File: config.mk
export PLATFORM = sky130hd
export DESIGN_NAME = hall_call_dispatcher_flat
export DESIGN_NICKNAME = d
export VERILOG_FILES = /design/src/rtl/hall_call_dispatcher_pkg.sv /design/src/rtl/hall_call_dispatcher_if.sv /design/src/rtl/hall_call_dispatcher_onehot_to_idx.sv /design/src/rtl/hall_call_dispatcher.sv /design/src/flat_wrapper.sv
export SDC_FILE = /design/constraint.sdc
export NUM_CORES = 1
export LEC_CHECK = 0
export CORE_UTILIZATION = 55
export DETAILED_ROUTE_END_ITERATION = 6
export PLACE_DENSITY = 0.77
export SLEW_MARGIN = 20
export SYNTH_ARGS = -nofsm -noshare
export SYNTH_HDL_FRONTEND = slang
export SYNTH_SLANG_ARGS = --single-unit
File: constraint.sdc
create_clock -name clk -period 5.59 [get_ports clk]
set_input_delay 0.8385 -clock clk [delete_from_list [all_inputs] [get_ports clk]]
set_output_delay 0.8385 -clock clk [all_outputs]
set_load 0.1 [all_outputs]
File: src/rtl/hall_call_dispatcher_pkg.sv
// Shared constants for the hall-call dispatcher: car state encoding, FSM states, width helpers.
package hall_call_dispatcher_pkg;

    localparam int unsigned N_FLOORS_DEF = 5;

    // car state is {move, direction}
    localparam logic MV_IDLE   = 1'b0;
    localparam logic MV_MOVING = 1'b1;
    localparam logic DIR_UP    = 1'b1;
    localparam logic DIR_DOWN  = 1'b0;

    localparam logic [0:0] ST_IDLE   = 1'b0;
    localparam logic [0:0] ST_COMMIT = 1'b1;

    function automatic int unsigned cost_width(input int unsigned n);
        return $clog2(2 * n) + 1;
    endfunction

    function automatic int unsigned idx_width(input int unsigned n);
        return (n > 1) ? $clog2(n) : 1;
    endfunction

endpackage

File: src/rtl/hall_call_dispatcher_if.sv
// Hall-call dispatcher bus: hall buttons and car status in, per-car call vectors and lamps out.
interface hall_call_dispatcher_if
    import hall_call_dispatcher_pkg::*;
#(
    parameter int unsigned N_FLOORS = N_FLOORS_DEF
);
    logic [N_FLOORS-1:0] external_buttons;
    logic [N_FLOORS-1:0] car0_floor;
    logic [1:0]          car0_state;
    logic [N_FLOORS-1:0] car1_floor;
    logic [1:0]          car1_state;
    logic [N_FLOORS-1:0] car0_calls;
    logic [N_FLOORS-1:0] car1_calls;
    logic [N_FLOORS-1:0] hall_lamp;
    logic                dispatch_busy;

    modport master (
        output external_buttons, car0_floor, car0_state, car1_floor, car1_state,
        input  car0_calls, car1_calls, hall_lamp, dispatch_busy
    );

    modport slave (
        input  external_buttons, car0_floor, car0_state, car1_floor, car1_state,
        output car0_calls, car1_calls, hall_lamp, dispatch_busy
    );
endinterface

File: src/rtl/hall_call_dispatcher_onehot_to_idx.sv
// One-hot floor vector to binary index; lowest set bit wins, all-zero maps to floor 0.
module onehot_to_idx
    import hall_call_dispatcher_pkg::*;
#(
    parameter int unsigned N  = N_FLOORS_DEF,
    parameter int unsigned IW = idx_width(N)
) (
    input  logic [N-1:0]  onehot,
    output logic [IW-1:0] idx
);
    always_comb begin
        idx = '0;
        for (int unsigned i = N; i > 0; i--) begin
            if (onehot[i-1]) idx = IW'(i - 1);
        end
    end
endmodule

File: src/rtl/hall_call_dispatcher.sv
// Two-car hall-call dispatcher: latches hall presses and assigns each to one car by cost.
// Optional feature macro CALL_TIMEOUT_EN: reassign calls that wait TIMEOUT_CYC cycles.
module hall_call_dispatcher
    import hall_call_dispatcher_pkg::*;
#(
    parameter int unsigned N_FLOORS    = N_FLOORS_DEF,
    parameter int unsigned TIMEOUT_CYC = 64
) (
    input logic             clk,
    input logic             reset,
    hall_call_dispatcher_if.slave bus
);
    localparam int unsigned IW = idx_width(N_FLOORS);
    localparam int unsigned CW = cost_width(N_FLOORS);
    localparam logic [N_FLOORS-1:0] ONE = N_FLOORS'(1);

    if (TIMEOUT_CYC == 0) begin : g_timeout_check
        $error("TIMEOUT_CYC must be nonzero");
    end

    logic [N_FLOORS-1:0] pending, car0_calls, car1_calls;
    logic [0:0]          state;
    logic [IW-1:0]       sel, rr_ptr;
    logic [IW-1:0]       idx0, idx1;

    onehot_to_idx #(.N(N_FLOORS), .IW(IW)) u_idx0 (.onehot(bus.car0_floor), .idx(idx0));
    onehot_to_idx #(.N(N_FLOORS), .IW(IW)) u_idx1 (.onehot(bus.car1_floor), .idx(idx1));

    logic [N_FLOORS-1:0] stop0, stop1, stop_any, serve0, serve1, press;
    logic [N_FLOORS-1:0] timeout0, timeout1;

    always_comb begin
        stop0    = (bus.car0_state[1] == MV_IDLE) ? (ONE << idx0) : '0;
        stop1    = (bus.car1_state[1] == MV_IDLE) ? (ONE << idx1) : '0;
        stop_any = stop0 | stop1;
        serve0   = car0_calls & stop0;
        serve1   = car1_calls & stop1;
        // a stopped car at the floor blocks the press, so serve beats a same-cycle press
        press    = bus.external_buttons & ~(pending | car0_calls | car1_calls) & ~stop_any;
    end

    logic [IW-1:0] pick, cand;
    logic          pick_found;

    always_comb begin
        pick       = rr_ptr;
        cand       = '0;
        pick_found = 1'b0;
        for (int unsigned o = 0; o < N_FLOORS; o++) begin
            cand = IW'((32'(rr_ptr) + o) % N_FLOORS);
            if (!pick_found && pending[cand]) begin
                pick       = cand;
                pick_found = 1'b1;
            end
        end
    end

    logic [CW-1:0]       cost0, cost1;
    logic                behind0, behind1, pick_car1, commit_ok;
    logic [N_FLOORS-1:0] sel_mask, commit_clr, assign0, assign1;
`ifdef CALL_TIMEOUT_EN
    logic [N_FLOORS-1:0] excl_valid, excl_owner;
`endif

    always_comb begin
        behind0 = (bus.car0_state[1] == MV_MOVING) &&
                  (bus.car0_state[0] == DIR_UP ? (sel <= idx0) : (sel >= idx0));
        behind1 = (bus.car1_state[1] == MV_MOVING) &&
                  (bus.car1_state[0] == DIR_UP ? (sel <= idx1) : (sel >= idx1));
        cost0 = ((idx0 >= sel) ? CW'(idx0 - sel) : CW'(sel - idx0)) + (behind0 ? CW'(N_FLOORS) : '0);
        cost1 = ((idx1 >= sel) ? CW'(idx1 - sel) : CW'(sel - idx1)) + (behind1 ? CW'(N_FLOORS) : '0);
        pick_car1 = cost1 < cost0;
`ifdef CALL_TIMEOUT_EN
        if (excl_valid[sel]) pick_car1 = ~excl_owner[sel];
`endif
        sel_mask   = ONE << sel;
        commit_clr = (state == ST_COMMIT) ? sel_mask : '0;
        commit_ok  = (state == ST_COMMIT) && !stop_any[sel];
        assign0    = (commit_ok && !pick_car1) ? sel_mask : '0;
        assign1    = (commit_ok &&  pick_car1) ? sel_mask : '0;
    end

`ifdef CALL_TIMEOUT_EN
    localparam int unsigned TW = (TIMEOUT_CYC > 1) ? $clog2(TIMEOUT_CYC + 1) : 1;
    logic [TW-1:0]       wait_cnt [N_FLOORS];
    logic [N_FLOORS-1:0] expired;

    always_comb begin
        for (int unsigned f = 0; f < N_FLOORS; f++) begin
            expired[f] = (wait_cnt[f] == TW'(TIMEOUT_CYC - 1));
        end
        timeout0 = car0_calls & ~serve0 & expired;
        timeout1 = car1_calls & ~serve1 & expired;
    end

    always_ff @(posedge clk or posedge reset) begin
        if (reset) begin
            for (int unsigned f = 0; f < N_FLOORS; f++) wait_cnt[f] <= '0;
            excl_valid <= '0;
            excl_owner <= '0;
        end else begin
            for (int unsigned f = 0; f < N_FLOORS; f++) begin
                if (!(car0_calls[f] | car1_calls[f]) || serve0[f] || serve1[f] ||
                    timeout0[f] || timeout1[f])
                    wait_cnt[f] <= '0;
                else
                    wait_cnt[f] <= wait_cnt[f] + 1'b1;
            end
            excl_valid <= (excl_valid & ~commit_clr) | timeout0 | timeout1;
            excl_owner <= (excl_owner & ~(timeout0 | timeout1)) | timeout1;
        end
    end
`else
    always_comb begin
        timeout0 = '0;
        timeout1 = '0;
    end
`endif

    always_ff @(posedge clk or posedge reset) begin
        if (reset) begin
            pending    <= '0;
            car0_calls <= '0;
            car1_calls <= '0;
            state      <= ST_IDLE;
            sel        <= '0;
            rr_ptr     <= '0;
        end else begin
            pending    <= (pending | press | timeout0 | timeout1) & ~commit_clr;
            car0_calls <= (car0_calls & ~serve0 & ~timeout0) | assign0;
            car1_calls <= (car1_calls & ~serve1 & ~timeout1) | assign1;
            if (state == ST_IDLE) begin
                if (|pending) begin
                    sel   <= pick;
                    state <= ST_COMMIT;
                end
            end else begin
                rr_ptr <= (sel == IW'(N_FLOORS - 1)) ? '0 : sel + 1'b1;
                state  <= ST_IDLE;
            end
        end
    end

    assign bus.car0_calls    = car0_calls;
    assign bus.car1_calls    = car1_calls;
    assign bus.hall_lamp     = pending | car0_calls | car1_calls;
    assign bus.dispatch_busy = (state != ST_IDLE);

endmodule
File: src/flat_wrapper.sv
// flat-port wrapper written by rule: the top's interface ports become plain ports
module hall_call_dispatcher_flat import hall_call_dispatcher_pkg::*;
#(
    parameter int unsigned N_FLOORS    = N_FLOORS_DEF,
    parameter int unsigned TIMEOUT_CYC = 64
)
  (clk, reset, bus_external_buttons, bus_car0_floor, bus_car0_state, bus_car1_floor, bus_car1_state, bus_car0_calls, bus_car1_calls, bus_hall_lamp, bus_dispatch_busy);
  hall_call_dispatcher_if #(.N_FLOORS(N_FLOORS)) bus_i ();
  input logic clk;
  input logic reset;
  input wire logic [$bits(bus_i.external_buttons)-1:0] bus_external_buttons;
  input wire logic [$bits(bus_i.car0_floor)-1:0] bus_car0_floor;
  input wire logic [$bits(bus_i.car0_state)-1:0] bus_car0_state;
  input wire logic [$bits(bus_i.car1_floor)-1:0] bus_car1_floor;
  input wire logic [$bits(bus_i.car1_state)-1:0] bus_car1_state;
  output wire logic [$bits(bus_i.car0_calls)-1:0] bus_car0_calls;
  output wire logic [$bits(bus_i.car1_calls)-1:0] bus_car1_calls;
  output wire logic [$bits(bus_i.hall_lamp)-1:0] bus_hall_lamp;
  output wire logic [$bits(bus_i.dispatch_busy)-1:0] bus_dispatch_busy;
  assign bus_i.external_buttons = bus_external_buttons;
  assign bus_i.car0_floor = bus_car0_floor;
  assign bus_i.car0_state = bus_car0_state;
  assign bus_i.car1_floor = bus_car1_floor;
  assign bus_i.car1_state = bus_car1_state;
  assign bus_car0_calls = bus_i.car0_calls;
  assign bus_car1_calls = bus_i.car1_calls;
  assign bus_hall_lamp = bus_i.hall_lamp;
  assign bus_dispatch_busy = bus_i.dispatch_busy;
  hall_call_dispatcher #(.N_FLOORS(N_FLOORS), .TIMEOUT_CYC(TIMEOUT_CYC)) u_core (.clk(clk), .reset(reset), .bus(bus_i));
endmodule
Yosys cells after proc, flatten, opt, wreduce, memory -nomap -nowiden
Index checks and enable logic that the tools add are counted. Widths: inputs -> output; s select.

$add $sub $neg: 11. Multiply operators: 0. Divide/modulo/power cells: 5. Order comparisons: 13. Equality and inequality tests: 1. Shifts and indexed selects: 3. Multiplexer cells: 45. Bitwise logic cells: 19. Reduce and logical (&&, ||, !) cells: 17.

Operator list (count): $mod 32x3->32 const B (4); $mux 3 (18); $and 5x5->5 (7); $mux 5 (7); $mod 3x3->32 const B (1); $or 5x5->5 (6); $not 5->5 (5); $lt 3x4->1 const B (6); $bmux 1 s3 (6); $sub 3x3->4 (4); $shl 1x3->5 const A (3); $mux 1 (14); $ge 3x3->1 (4); $add 5x5->5 (2); $logic_and 1x1->1 (9); $add 3x2->4 const B (2); $le 3x3->1 (2); $logic_not 1->1 (6); $lt 5x5->1 (1); $reduce_or 5->1 (1); $add 3x1->4 const B (1); $add 3x3->4 const B (1); $add 3x1->3 const B (1); $eq 3x3->1 const B (1); other kinds (2) (2).

Bits in registers: 22. Latch bits: 0. Bits in writable memories: 0. Memory bits (read-only): 0. Output and inout port bits: 16. Memories kept: 0.

Longest topological paths before layout
Word-level depth: 16. Gate-level depth with buffers: 22. Depth with buffers taken out: 21.

Hierarchy
A second synthesis with hierarchy kept.

Cells, all modules: 437. Area total of the unflattened synthesis: 3633.5 um^2.

Modules (own cells, without submodules): hall_call_dispatcher (times used 1, cells each 423, area each 3565.9 um^2, sequential area each 550.5 um^2); onehot_to_idx (times used 2, cells each 7, area each 33.8 um^2, sequential area each 0.0 um^2).

Least setup slack after synthesis
Ideal clock, no wire load.

Path kind: in2reg. Start: input port bus_car1_floor[2]. End: register u_core.car1_calls[0] (netlist: u_core.bus.car1_calls[0]). Arrival time: 4125 ps. Required time: 5521 ps. Setup slack: 1396 ps. Stages: 19. Cell sequence: nand2b_1 > a21oi_1 > inv_1 > ha_1 > inv_1 > fa_1 > inv_1 > fa_1 > nand2_1 > mux2_2 > ha_1 > xor2_1 > ha_1 > nor2b_1 > o21ai_0 > nand2b_1 > a21oi_1 > and2_1 > a22o_1.

Longest elaborated chain between the ends: 13.

Ends and longest elaborated chain: from (decl) (line flat_wrapper.sv:14) `input wire logic [$bits(bus_i.car1_floor)-1:0] bus_car1_floor;`; $mux 3 (*) (3 in a row) (line hall_call_dispatcher_onehot_to_idx.sv:14) `if (onehot[i-1]) idx = IW'(i - 1);`; parallel branches: the longest is 9 deep, another holds $add 5x5->5; $or 5x5->5 (*) (line hall_call_dispatcher.sv:131) `car1_calls <= (car1_calls & ~serve1 & ~timeout1) | assign1;`; to (signal assigned) (line hall_call_dispatcher.sv:131); to (decl) (line hall_call_dispatcher.sv:21) `logic [N_FLOORS-1:0] pending, car0_calls, car1_calls;`.

Every way passes the cells marked *. The select of a mux whose other input is x is not followed. A chain may end at the register's enable or synchronous reset.

Worst setup path after layout
Start: input port bus_car1_floor[2]. End: register u_core.car1_calls[2] (netlist: u_core.bus.car1_calls[2]).

The elaborated chain is that of the path after synthesis.

==> impl_results.html <==
<table>
<tr><th>Metric</th><th>Value</th></tr>
<tr><th colspan="2">Synth</th></tr>
<tr><td>EDFF count, synth</td><td>0</td></tr>
<tr><td>Average size of a mapped cell</td><td>about 8.3 um^2</td></tr>
<tr><td>Part of the Yosys area used for sequential elements</td><td>between 10 and 15%</td></tr>
<tr><td>Primary flip-flop cell chosen by synthesis mapping</td><td>dfrtp_1</td></tr>
<tr><td>Flip-flop and latch count after synthesis</td><td>22</td></tr>
<tr><td>Post-synth ARST share</td><td>100%</td></tr>
<tr><td>Number of different library cells in the post-synthesis netlist</td><td>between 80 and 90</td></tr>
<tr><td>Synthesized netlist net count</td><td>between 500 and 600</td></tr>
<tr><td>Yosys warnings</td><td>0</td></tr>
<tr><td>Instance count of the mapped netlist</td><td>452</td></tr>
<tr><td>Synthesized cell area</td><td>~3800 um^2</td></tr>
<tr><th colspan="2">STA</th></tr>
<tr><td>Max-Slew Margin vs Limit</td><td>34.7%</td></tr>
<tr><td>Worst clock skew</td><td>12.8 ps</td></tr>
<tr><td>RSZ-0062 raised after global routing</td><td>false</td></tr>
<tr><td>Max-slew violation count</td><td>0</td></tr>
<tr><td>Top achievable clock speed</td><td>~210 MHz</td></tr>
<tr><td>Minimum hold slack</td><td>about 570 ps</td></tr>
<tr><td>Post-route fraction of the period consumed by the critical path</td><td>roughly 87%</td></tr>
<tr><td>Setup ws final</td><td>around 730 ps</td></tr>
<tr><td>Tightest Pin Transition</td><td>about 980 ps</td></tr>
<tr><td>Count of endpoints failing hold in the final timing report</td><td>0</td></tr>
<tr><td>Fin Setup TNS</td><td>0 ps</td></tr>
<tr><td>Time the worst path needs with I/O delays and setup</td><td>just under 5000 ps</td></tr>
<tr><td>Number of endpoints failing setup at the final stage</td><td>0</td></tr>
<tr><th colspan="2">Floorplan</th></tr>
<tr><td>Number of cell rows</td><td>29</td></tr>
<tr><td>Core region area</td><td>between 6000 and 7000 um^2</td></tr>
<tr><td>Top-level port count</td><td>37</td></tr>
<tr><td>Initial standard-cell utilization of the core</td><td>58.0%</td></tr>
<tr><td>Die height</td><td>around 85 um</td></tr>
<tr><td>Horizontal die dimension</td><td>84.8 um</td></tr>
<tr><td>Die area</td><td>just over 7000 um^2</td></tr>
<tr><th colspan="2">Final layout</th></tr>
<tr><td>Final standard cell utilization of the core</td><td>64.3%</td></tr>
<tr><td>Most frequent cells in the layout</td><td>47 x ha_1, 39 x inv_1, 38 x nand2_1</td></tr>
<tr><td>Seq. cell area</td><td>between 500 and 600 um^2</td></tr>
<tr><td>Fraction of final layout cells with drive strength greater than 1</td><td>9.41%</td></tr>
<tr><td>Area of the multi-input gates</td><td>a little under 3000 um^2</td></tr>
<tr><td>Total of fill cells in the finished design</td><td>~560</td></tr>
<tr><td>Count of nets after finishing</td><td>about 560</td></tr>
<tr><td>Most common cell after layout, fill and taps aside</td><td>ha_1</td></tr>
<tr><td>Syn-to-layout area delta</td><td>10.8%</td></tr>
<tr><td>Diode insertion count for antenna repair</td><td>0</td></tr>
<tr><th colspan="2">Place</th></tr>
<tr><td>Final HPWL from detailed placement</td><td>~7600 um</td></tr>
<tr><td>Place WS</td><td>478 ps</td></tr>
<tr><td>Global placer's final weighted congestion</td><td>roughly 0.9</td></tr>
<tr><td>Count of buffers inserted at the top-level ports</td><td>36</td></tr>
<tr><th colspan="2">Global routing</th></tr>
<tr><td>First-pass GRT wire length</td><td>16600 um</td></tr>
<tr><td>Number of antenna violations at the first check in global routing</td><td>0</td></tr>
<tr><td>Total congestion overflow</td><td>0</td></tr>
<tr><td>Pin count of the biggest net entering global routing</td><td>39</td></tr>
<tr><td>Via count of the first global-routing pass</td><td>around 3.5k</td></tr>
<tr><td>Gr usage total</td><td>between 20% and 30%</td></tr>
<tr><th colspan="2">CTS</th></tr>
<tr><td>Clock tree from TritonCTS</td><td>built</td></tr>
<tr><td>Clock Root Buffer</td><td>clkbuf_8</td></tr>
<tr><td>Number of buffers added for setup after CTS</td><td>0</td></tr>
<tr><td>Largest buffer count on any clock path</td><td>2</td></tr>
<tr><td>Clock slew at the register clock pins of the worst setup and hold paths</td><td>around 90 ps</td></tr>
<tr><td>Number of buffers inserted during clock tree synthesis</td><td>3</td></tr>
<tr><td>Clock insertion delay at the later pin of the skew report</td><td>~270 ps</td></tr>
<tr><td>Cts repair resizes</td><td>0</td></tr>
<tr><td>Clock sink count</td><td>22</td></tr>
<tr><td>H-tree lvl count</td><td>1</td></tr>
<tr><td>Hold bufs inserted after CTS</td><td>0</td></tr>
<tr><th colspan="2">Worst setup path</th></tr>
<tr><td>Worst-path maximum fanout</td><td>6</td></tr>
<tr><td>Cell family with the largest share of critical-path delay</td><td>adder cells</td></tr>
<tr><td>Chain of cells forming the critical path</td><td>clkdlybuf4s50_1, nand2b_1, a21oi_1, ha_1, inv_1, fa_1, fa_1, xnor2_1, a21oi_1, ha_1, ha_1, ha_1, a21oi_1, nor2b_1, o21ai_0, nand2b_1, a21oi_1, and2_1, o2bb2ai_1</td></tr>
<tr><td>Required time of the critical path</td><td>a little under 6000 ps</td></tr>
<tr><td>Highest cell delay on the worst timing path</td><td>approximately 430 ps</td></tr>
<tr><td>Arrival time at the worst endpoint</td><td>just over 5000 ps</td></tr>
<tr><td>Critical-path top delay cell</td><td>clkdlybuf4s50_1</td></tr>
<tr><td>Category of the worst setup path capture point</td><td>register</td></tr>
<tr><td>CP Class</td><td>in2reg</td></tr>
<tr><td>Buffers plus inverters on the worst setup path</td><td>2</td></tr>
<tr><td>Kind of launch point of the worst setup path</td><td>input port</td></tr>
<tr><th colspan="2">Min path</th></tr>
<tr><td>Hold WC Path Type</td><td>reg2reg</td></tr>
<tr><th colspan="2">Drt</th></tr>
<tr><td>Count of nets left with antenna violations after detail routing</td><td>0</td></tr>
<tr><td>Number of remaining DRC errors</td><td>0</td></tr>
<tr><td>WL final</td><td>between 9000 and 10000 um</td></tr>
<tr><td>Vias/cell</td><td>6.35</td></tr>
<tr><td>Number of optimization iterations in the first detailed-route pass</td><td>5</td></tr>
<tr><td>Count of routing violations after the opening detailed-route iteration</td><td>approximately 210</td></tr>
<tr><td>Average wire per standard cell</td><td>between 15 and 20 um</td></tr>
<tr><td>Number of vias in the routed layout</td><td>between 3k and 4k</td></tr>
<tr><th colspan="2">Outcome</th></tr>
<tr><td>Run status</td><td>finished, final reports clean</td></tr>
<tr><th colspan="2">Job</th></tr>
<tr><td>Count of maximum capacitance violations</td><td>0</td></tr>
</table>
==> Yosys cell counts (3+ instances only) <==
library cell | number | area (um^2)
fa_1 | 9 | 180
a211oi_1 | 5 | 37.5
o221ai_1 | 3 | 26.3
nand3_1 | 27 | 135
mux2i_1 | 11 | 110
a31oi_1 | 9 | 56.3
nor2_1 | 31 | 116
inv_1 | 39 | 146
buf_2 | 4 | 20.0
o22ai_1 | 6 | 37.5
nor2b_1 | 7 | 43.8
or3_1 | 7 | 43.8
dfrtp_1 | 22 | 551
buf_6 | 4 | 45.0
mux2_2 | 3 | 33.8
nand2b_1 | 10 | 62.6
nor4_1 | 5 | 31.3
and2_1 | 3 | 18.8
and3_1 | 3 | 18.8
or2_2 | 4 | 25.0
a21boi_0 | 4 | 30.0
ha_1 | 47 | 588
o2bb2ai_1 | 5 | 43.8
mux4_2 | 3 | 67.6
o21ai_1 | 4 | 20.0
xnor2_1 | 10 | 87.6
nor3_1 | 11 | 55.1
nand2_1 | 38 | 143
o21ai_0 | 7 | 35.0
clkbuf_1 | 5 | 18.8
a22o_1 | 7 | 61.3
a21oi_1 | 28 | 140
clkbuf_8 | 5 | 68.8
==> state kept, by name (all words and copies together) (netlist names) <==
name	flops
u_core.bus.dispatch_busy	1
u_core.rr_ptr	3
u_core.pending	5
u_core.bus.car1_calls	5
u_core.bus.car0_calls	5
u_core.sel	3
==> final timing paths <==
path	to	startpoint	depth (start not counted)	slack, ps
worst max-delay path	u_core.bus.car1_calls[2]	bus_car1_floor[2]	19	730
worst min-delay path	u_core.bus.car1_calls[4]	u_core.bus.car1_calls[4]	1	570
worst max register to register	u_core.sel[2]	u_core.rr_ptr[1]	19	800
worst min register to register	u_core.bus.car1_calls[4]	u_core.bus.car1_calls[4]	1	570
max in group asynchronous	u_core.sel[2]	reset	2	4050
min in group asynchronous	u_core.pending[0]	reset	2	1020
==> metrics by stage <==
step | instances | instance area [um^2]
final | 555 | 4180
after global routing | 555 | 4180
after detailed placement | 551 | 4100
after global placement | 551 | 4100
after CTS | 555 | 4180
after floorplan | 452 | 3770
==> cells by family (layout without fill, tap and decap cells) <==
kind of cell	Yosys count	in the layout	share of synthesized area, %
AND/OR/NAND/NOR	162	162	22.5
AO/OA/AOI/OAI	119	119	24.2
flip-flops	22	22	14.6
multiplexers	18	18	5.98
adder cells (fa/ha/maj)	56	56	20.4
XOR/XNOR	15	15	4.09
buffers and inverters	60	86	8.27
==> cell type report <==
class                      instances  share of cell area, %
tap                               77                   2.31
sequential                        22                   13.2
clock buffer                       3                  0.989
inverter                          41                   3.69
timing repair buffer              41                   9.53
clock inverter                     1                  0.719
multi-input combinational        370                   69.6
==> metal layers <==
metal  wire [um]  vias up  GRT usage (%)  part of all wire [%]
li1            -     1692              -                     -
met1        4380     1649           41.0                    45
met2        4460      161           45.8                    46
met3         751       21           3.44                   7.7
met4         182        0           6.47                   1.9
met5           0        -              0                     0
Power is not shown: default switching activity piles up to over one toggle a cycle in this logic, so the estimate is an artifact.
